File: src/rtl/apb_master_slave.sv
// APB3 loopback subsystem: command/response master driving an internal
// APB bus, plus a small APB register-file slave on that bus.
module apb_master_slave #(
   parameter int NUM_REGS    = 4,
   parameter int WAIT_STATES = 0
) (
   input  logic        clk,
   input  logic        rst_n,
   input  logic        cmd_valid,
   output logic        cmd_ready,
   input  logic        cmd_write,
   input  logic [31:0] cmd_addr,
   input  logic [31:0] cmd_wdata,
   output logic        rsp_valid,
   output logic [31:0] rsp_rdata,
   output logic        rsp_err,
   output logic        psel,
   output logic        penable,
   output logic        pwrite,
   output logic        pready,
   output logic        pslverr,
   output logic [31:0] paddr,
   output logic [31:0] pwdata,
   output logic [31:0] prdata
);

   localparam int          IW   = (NUM_REGS > 1) ? $clog2(NUM_REGS) : 1;
   localparam logic [31:0] NREG = 32'(NUM_REGS);
   localparam logic [3:0]  WS   = 4'(WAIT_STATES);

   typedef enum logic [1:0] {
      ST_IDLE,
      ST_SETUP,
      ST_ACCESS
   } state_t;

   state_t        state;
   state_t        state_nx;

   logic          lat_write;
   logic [31:0]   lat_addr;
   logic [31:0]   lat_wdata;

   logic [3:0]    wait_cnt;
   logic [31:0]   regs [NUM_REGS];

   logic          accept;
   logic          access;
   logic          done;
   logic          addr_ok;
   logic [IW-1:0] idx;

   // master state register; reset (rst_n is active-high) aborts any transfer
   always_ff @(posedge clk or posedge rst_n) begin
      if (rst_n) begin
         state <= ST_IDLE;
      end else begin
         state <= state_nx;
      end
   end

   // master next-state and bus control decode
   always_comb begin
      state_nx  = state;
      cmd_ready = 1'b0;
      psel      = 1'b0;
      penable   = 1'b0;
      unique case (state)
         ST_IDLE: begin
            cmd_ready = 1'b1;
            if (cmd_valid) begin
               state_nx = ST_SETUP;
            end
         end
         ST_SETUP: begin
            psel     = 1'b1;
            state_nx = ST_ACCESS;
         end
         ST_ACCESS: begin
            psel    = 1'b1;
            penable = 1'b1;
            if (pready) begin
               state_nx = ST_IDLE;
            end
         end
         default: begin
            state_nx = ST_IDLE;
         end
      endcase
   end

   assign accept = cmd_valid && cmd_ready;

   // latch the accepted command; it drives the bus until the next accept
   always_ff @(posedge clk or posedge rst_n) begin
      if (rst_n) begin
         lat_write <= 1'b0;
         lat_addr  <= '0;
         lat_wdata <= '0;
      end else if (accept) begin
         lat_write <= cmd_write;
         lat_addr  <= cmd_addr;
         lat_wdata <= cmd_wdata;
      end
   end

   assign pwrite = lat_write;
   assign paddr  = lat_addr;
   assign pwdata = lat_wdata;

   assign access = psel && penable;
   assign pready = access && (wait_cnt == WS);
   assign done   = pready;

   // slave wait-state counter, counts stalled ACCESS cycles, else clears
   always_ff @(posedge clk or posedge rst_n) begin
      if (rst_n) begin
         wait_cnt <= '0;
      end else if (access && !pready) begin
         wait_cnt <= wait_cnt + 4'd1;
      end else begin
         wait_cnt <= '0;
      end
   end

   assign addr_ok = (paddr[1:0] == 2'b00) &&
                    ({2'b00, paddr[31:2]} < NREG);
   assign idx     = paddr[IW+1:2];

   assign prdata  = (access && addr_ok) ? regs[idx] : '0;
   assign pslverr = pready && !addr_ok;

   // register file; a write lands only on the completing ACCESS edge
   always_ff @(posedge clk or posedge rst_n) begin
      if (rst_n) begin
         for (int i = 0; i < NUM_REGS; i++) begin
            regs[i] <= '0;
         end
      end else if (done && pwrite && addr_ok) begin
         regs[idx] <= pwdata;
      end
   end

   // one-cycle response pulse following the completing ACCESS cycle
   always_ff @(posedge clk or posedge rst_n) begin
      if (rst_n) begin
         rsp_valid <= 1'b0;
         rsp_rdata <= '0;
         rsp_err   <= 1'b0;
      end else begin
         rsp_valid <= done;
         rsp_rdata <= (done && !pwrite) ? prdata : '0;
         rsp_err   <= done && pslverr;
      end
   end

endmodule

File: config.mk
export PLATFORM = sky130hd
export DESIGN_NAME = apb_master_slave
export DESIGN_NICKNAME = d
export VERILOG_FILES = /design/src/rtl/apb_master_slave.sv
export SDC_FILE = /design/constraint.sdc
export NUM_CORES = 1
export LEC_CHECK = 0
export CORE_MARGIN = 1
export CORE_UTILIZATION = 40
export CTS_CLUSTER_SIZE = 20
export DETAILED_ROUTE_END_ITERATION = 6
export GPL_TIMING_DRIVEN = 0
export MAX_ROUTING_LAYER = met4
export PLACE_DENSITY = 0.66
export SYNTH_ARGS = -nofsm -noshare
export SYNTH_HDL_FRONTEND = slang
export SYNTH_SLANG_ARGS = --single-unit
File: constraint.sdc
create_clock -name clk -period 18.7 [get_ports clk]
set_clock_uncertainty 0.1 [all_clocks]
set_input_delay 2.805 -clock clk [delete_from_list [all_inputs] [get_ports clk]]
set_output_delay 2.805 -clock clk [all_outputs]
set_load 0.02 [all_outputs]
==> results.md, run 1 <==
* Hold path cells at 1
* Critical Path Source Type: flip-flop
* # hold bufs at CTS at 0
* Initial antenna violation count at 0
* Postcts setup bufs at 0
* Design area at 13750 µm²
* Synth area leader: dfrtp_1
* Hold Path Origin: wait_cnt[0]$_DFF_PP0_
* Relative slew slack at 0.4473
* CTS clk-pin slew, worst paths at 0.06 ns
* # IOs at 204
* Die Y-Extent at 163.3 µm
* Max-cap violation count at 0
* FMAX at 0.1583 GHz
* Post-DR wirelength/cell at about 19 µm
* Ranking of synthesized cells by area: dfrtp_1 (56%), mux2_4 (17%), mux2_2 (8.0%), mux4_2 (6.9%), nor2_2 (1.8%)
* Yosys cell types at 31
* Vias in the first global route at 6507
* Final Cycle Share at 0.3379
* Clk sinks at 233
* Port Buf Inserts at 203
* Critical path required time at 15.79 ns
* WHS Endpoint: wait_cnt[0]$_DFF_PP0_
* Setup TNS at 0 ns
* Mapped Area at 10410 µm²
* FF+latch area at 5831 µm²
* Max FO, Critical Path at 10
* Top-area cell type share of the netlist area at 0.5602
* Critical R2R Launch: state[0]$_DFFE_PP0P_
* Post-layout nets at 948
* Die width at 163.3 µm
* Synthesized flop and latch total at 233
* FF-to-FF End: paddr[4]$_DFFE_PP0P_
* Multi-input gate area at 4252 µm²
* CTS tree: built
* Largest net degree at the start of global routing at 99
* Max VDD drop at 0.07877 mV
* Min-Delay Path Class: reg2reg
* CTS buffer count at 25
* Routability congestion estimate at about 0.7
* Area after DPL at about 13000 µm²
* Layout cells sized above 1 at 0.3758
* HPWL after detailed placement at 15360 µm
* Die ar. at 26670 µm²
* Syn-to-layout area delta at 32.11%
* Crit path kind: reg2out
* Seq/Total Area, Yosys at 0.5602
* Grt ovf at 0
* P per Cell Area at 124.1 nW/µm²
* Final Hold Fails at 0
* ANT cells at 0
* Synthesized instance count at 643
* CP arrival at 3.41 ns
* Leak Pwr at 5.957 nW
* Vias at 5994
* Reg2Reg Depth at 6
* Clock buffer depth at 3
* Nature of the critical path endpoint: primary output
* Worst-Skew Late Latency at between 0.5 and 0.6 ns
* Final min period at 6.319 ns
* Setup slack, reg-to-reg at 16.03 ns
* Final hold slack at ~0.4 ns
* Final setup fails at 0
* Core area at 25330 µm²
* Initial core utilization at 0.4110
* Final slew viol count at 0
* Mean Syn Cell Area at approximately 16 µm²
* Iter 0 DRT Violations at 207
* Detail Route Antenna Nets at 0
* CTS Root Cell: clkbuf_16
* Post-Syn Nets at 716
* RSZ-0062 raised after global routing: false
* Final-layout fill cell count at 2092
* Cell Rows at 58
* Global Route Usage Sum at 0.1852
* Outcome: finished clean
* H-tree depth at 1
* Post-CTS Resized at 0
* Vias/cell at 4.897
* 1st-pass router iterations at 4
* Drt drc at 0
* Drt total wl at approximately 23000 µm
* YS warnings at 0
* First-pass GRT wire length at about 37000 µm
* Slew @ Worst Pin at 0.8291 ns
final cells by class:
class                      count  share of cell area
timing repair buffer         205              0.1518
sequential                   233              0.4240
inverter                       7            0.002457
clock inverter                 9            0.009008
tap                          330             0.03003
multi-input combinational    364              0.3092
clock buffer                  37             0.05168
buffer                        39             0.02184
layout by cell type, fill, tap and decap left out, types with 3 or more instances in the layout:
cell and count:
clkdlybuf4s50_1 203, inv_1 6, buf_2 6, mux2_2 74
ha_1 5, clkbuf_1 22, dfrtp_1 233, nor2_1 39
bufinv_16 3, buf_1 3, mux4_2 32, nor2_2 30
buf_6 13, buf_12 3, clkbuf_16 25, clkbuf_8 4
nor4_2 3, nor4_4 7, nand2_1 36, mux2_4 120
clkinv_2 5
kinds of logic (layout without fill, tap and decap cells):
kind of cell / count (synthesis) / count (layout) / synth area share
muxes: 226 / 226 / 0.3224
AOI/OAI and AO/OA: 4 / 4 / 0.002164
adders and majority gates: 5 / 5 / 0.006010
and+or+nand+nor: 127 / 127 / 0.07621
DFF: 233 / 233 / 0.5602
xor gates and xnor gates: 2 / 2 / 0.001683
buffers and inverters: 46 / 297 / 0.03137
report_power, final:
part	internal (mW)	switching, mW	leakage (nW)
combinational	0.263	0.249	2.44
sequential	0.580	0.109	3.11
clock	0.304	0.201	0.413
Yosys cell counts:
cell / n
buf_6: 13
xor2_1: 1
or2_2: 1
ha_1: 5
or3b_2: 1
nand2b_1: 2
o21a_1: 1
mux2_4: 120
and4bb_2: 1
and4_1: 1
nand2_1: 36
nor4_4: 7
mux2_2: 74
dfrtp_1: 233
and3_1: 1
nor2_1: 39
nand4_4: 2
nor4_2: 3
clkbuf_1: 14
mux4_2: 32
nor4b_4: 1
inv_1: 7
o21ai_0: 1
xnor2_1: 1
nand3_1: 1
buf_12: 3
nor2_2: 30
a21oi_1: 2
or4_4: 1
buf_1: 3
buf_2: 6
state kept, by name, summed over array words and instances, names as in the netlist:
| register | count |
|---|---|
| regs | 128 |
| paddr | 32 |
| pwdata | 32 |
| rsp_rdata | 32 |
| wait_cnt | 4 |
| state | 2 |
| pwrite | 1 |
| rsp_err | 1 |
| rsp_valid | 1 |
critical path, cell delays in order, from the launching register on:
cell and delay (ns):
dfrtp_1 0.40, nor4_2 0.39, nand4_4 0.28, or2_2 0.35, clkbuf_1 0.22, clkbuf_1 0.33, nor2_1 0.26, clkdlybuf4s50_1 0.65
metal layers:
layer,global-route usage,part of all wire,up-vias
met3,0.03200,0.047,24
met4,0.03866,0.015,0
li1,-,-,2728
met2,0.2939,0.49,148
met1,0.2493,0.45,3094
met5,-,0,-
through the flow:
step | utilization | instances | power (mW) | setup slack, ns
2_1_floorplan | - | 643 | 0.9619 | 9.405
3_3_place_gp | 0.5075 | 1176 | 1.215 | 6.223
3_5_place_dp | 0.5100 | 1178 | 1.219 | 12.85
4_1_cts | 0.5429 | 1224 | 1.732 | 12.29
5_1_grt | 0.5429 | 1224 | 1.794 | 12.13
6_report | 0.5429 | 1224 | 1.706 | 12.38
worst max-delay path by stage:
stage,start,slack (ns),end,depth (start not counted)
3_3_place_gp,rst_n,6.22,pwdata[21]$_DFFE_PP0P_,2
6_report,paddr[28]$_DFFE_PP0P_,12.38,prdata[4],7
3_5_place_dp,paddr[8]$_DFFE_PP0P_,12.85,prdata[12],7
2_1_floorplan,rst_n,9.41,paddr[0]$_DFFE_PP0P_,1
4_1_cts,paddr[8]$_DFFE_PP0P_,12.29,prdata[12],7
5_1_grt,paddr[8]$_DFFE_PP0P_,12.13,prdata[19],7
Note: power is estimated with default switching activity, not from simulation.
==> run 2: changes to the inputs <==
PLACE_DENSITY = 0.69   (was 0.66)
clock period = 5.6 ns   (was 18.7 ns; I/O delays follow)
==> run 2 against run 1 <==
Critical path depth unchanged. Combinational power rose to 3.4 times the previous value. First-iteration DRC count shrank 4.3%. Global-route usage up 0.73 points. Die area stayed put. Final area up 1.1%. Sequential share of layout area decreased by 0.48 points. Clock-buffer cell count is 3 lower. Critical endpoint is now prdata[23]. Clock power rose to 3.6 times the previous value. Worst hold slack worse by 0.0018 ns. Via count up 0.35%. Worst setup slack worse by 11 ns.
==> results.md, run 2 (same netlist as run 1, synthesis figures left out) <==
* Outcome: finished clean (unchanged)
* P per Cell Area at 422.5 nW/µm² (was 124.1 nW/µm²)
* CTS buffer count at 26 (was 25)
* Die width at 163.3 µm (unchanged)
* Post-DR wirelength/cell at 19.55 µm (was 18.70 µm)
* FMAX at between 0.2 and 0.25 GHz
* Crit path top cell by count: clkbuf_1 (unchanged)
* Number of flip-flops in the largest register at 128 (unchanged)
* Max incr delay on CP at 0.62 ns (was 0.65 ns)
* Min-Delay Path Class: reg2reg (unchanged)
* CP Cell Sequence: nor4_2 > nand4_4 > or2_2 > clkbuf_1 > clkbuf_1 > nor2_1 > clkdlybuf4s50_1 (unchanged)
* Leak Pwr at 6.025 nW (was 5.957 nW)
* Clock buffer depth at 3 (unchanged)
* CP arrival at 3.47 ns (was 3.41 ns)
* Design area at 13910 µm² (was 13750 µm²)
* Non-Filler Instances at 1229 (was 1224)
* Post-CTS Resized at 0 (unchanged)
* Vias at 6015 (was 5994)
* Final Cycle Share at 0.7867
* Max-cap violation count at 0 (unchanged)
* Critical Path Source Type: flip-flop (unchanged)
* Max FO, Critical Path at 10 (unchanged)
* # IOs at 204 (unchanged)
* Layout cells sized above 1 at 0.3860 (was 0.3758)
* Vias/cell at 4.894 (was 4.897)
* Initial antenna violation count at 0 (unchanged)
* Slew @ Worst Pin at 0.8017 ns (was 0.8291 ns)
* Iter 0 DRT Violations at 198 (was 207)
* Detail Route Antenna Nets at 0 (unchanged)
* Biggest register: regs (unchanged)
* Final min period at 4.406 ns
* Relative slew slack at 0.4655 (was 0.4473)
* Setup slack, reg-to-reg at 2.86 ns (was 16.03 ns)
* HPWL after detailed placement at 16360 µm (was 15360 µm)
* # hold bufs at CTS at 0 (unchanged)
* Global Route Usage Sum at 0.1925 (was 0.1852)
* Post-layout nets at 953 (was 948)
* Die Y-Extent at 163.3 µm (unchanged)
* CTS clk-pin slew, worst paths at 0.06 ns (about the same)
* Crit path kind: reg2out (unchanged)
* First-pass GRT wire length at 38300 µm (was 37160 µm)
* Largest net degree at the start of global routing at 43 (was 99)
* Final setup fails at 0 (unchanged)
* CTS tree: built (unchanged)
* Port Buf Inserts at 203 (unchanged)
* Final slew viol count at 0 (unchanged)
* Total power at 5.875 mW (was 1.706 mW)
* Commonest non-fill, non-tap cell in the layout: dfrtp_1 (unchanged)
* Area after DPL at 12980 µm² (was 12920 µm²)
* Die ar. at 26670 µm² (unchanged)
* Syn-to-layout area delta at 33.61% (was 32.11%)
* Routability congestion estimate at 0.7142 (was 0.7081)
* 1st-pass router iterations at 4 (unchanged)
* Cell Rows at 58 (unchanged)
* Clk sinks at 233 (unchanged)
* Initial core utilization at 0.4110 (unchanged)
* Max VDD drop at 0.3525 mV (was 0.07877 mV)
* Grt ovf at 0 (unchanged)
* Worst-Skew Late Latency at 0.53 ns (was 0.52 ns)
* Nature of the critical path endpoint: primary output (unchanged)
* ANT cells at 0 (unchanged)
* Core area at 25330 µm² (unchanged)
* RSZ-0062 raised after global routing: false (unchanged)
* CTS Root Cell: clkbuf_16 (unchanged)
* Placed Cells at 1182 (was 1178)
* Drt total wl at 24030 µm (was 22890 µm)
* H-tree depth at 1 (unchanged)
* Postcts setup bufs at 0 (unchanged)
* Critical path required time at 4.66 ns (was 15.79 ns)
* Final Hold Fails at 0 (unchanged)
* Vias in the first global route at 6525 (was 6507)
* CP max stage cell: clkdlybuf4s50_1 (unchanged)
* Drt drc at 0 (unchanged)
* Most frequent cells in the layout: dfrtp_1 (233), clkdlybuf4s50_1 (203), mux2_4 (120) (unchanged)
run 2: final timing paths:
| path | startpoint | end | cells past startpoint |
|---|---|---|---|
| setup / recovery | paddr[25]$_DFFE_PP0P_ | prdata[23] | 7 |
| hold / removal | wait_cnt[0]$_DFF_PP0_ | wait_cnt[0]$_DFF_PP0_ | 1 |
| setup reg to reg | state[0]$_DFFE_PP0P_ | regs[3]$_DFFE_PP0P_ | 7 |
| hold reg to reg | wait_cnt[0]$_DFF_PP0_ | wait_cnt[0]$_DFF_PP0_ | 1 |
| max in group asynchronous | rst_n | regs[4]$_DFFE_PP0P_ | 5 |
| min in group asynchronous | rst_n | regs[117]$_DFFE_PP0P_ | 2 |
run 2: stage by stage:
stage | setup slack (ns) | hold WS [ns] | util | setup TNS (ns)
floorplan | 1.610 | 0.3546 | - | 0
global placement | -0.3109 | 0.3837 | 0.5077 | -64.91
detailed placement | 1.626 | 0.3886 | 0.5124 | 0
CTS | 1.044 | 0.4029 | 0.5491 | 0
global route | 0.9937 | 0.4194 | 0.5491 | 0
finish | 1.194 | 0.3994 | 0.5491 | 0
run 2: per-layer routing:
metal,vias up,global-route usage,wire length [µm]
li1,2739,-,-
met1,3087,0.2557,10800
met2,161,0.3074,11720
met3,28,0.03707,1154
met4,0,0.03866,362
met5,-,-,0
run 2: cell type report:
type                       count  area, µm²
fill                        2063      11420
buffer                        39      300.3
sequential                   233       5831
inverter                       7      30.03
clock buffer                  34      752.0
multi-input combinational    364       4252
timing repair buffer         209       2152
tap                          330      412.9
clock inverter                13      177.7
run 2: critical path: cells and delay by family (launching register included):
| family | cells | cell delay [ns] |
|---|---|---|
| AND/OR/NAND/NOR | 4 | 1.29 |
| buffers and inverters | 3 | 1.24 |
| flip-flops | 1 | 0.40 |
run 2: power by group:
group | total, mW | internal (mW) | switching (mW)
Sequential | 2.30 | 1.94 | 0.365
Clock | 1.84 | 1.13 | 0.706
Combinational | 1.74 | 0.884 | 0.852
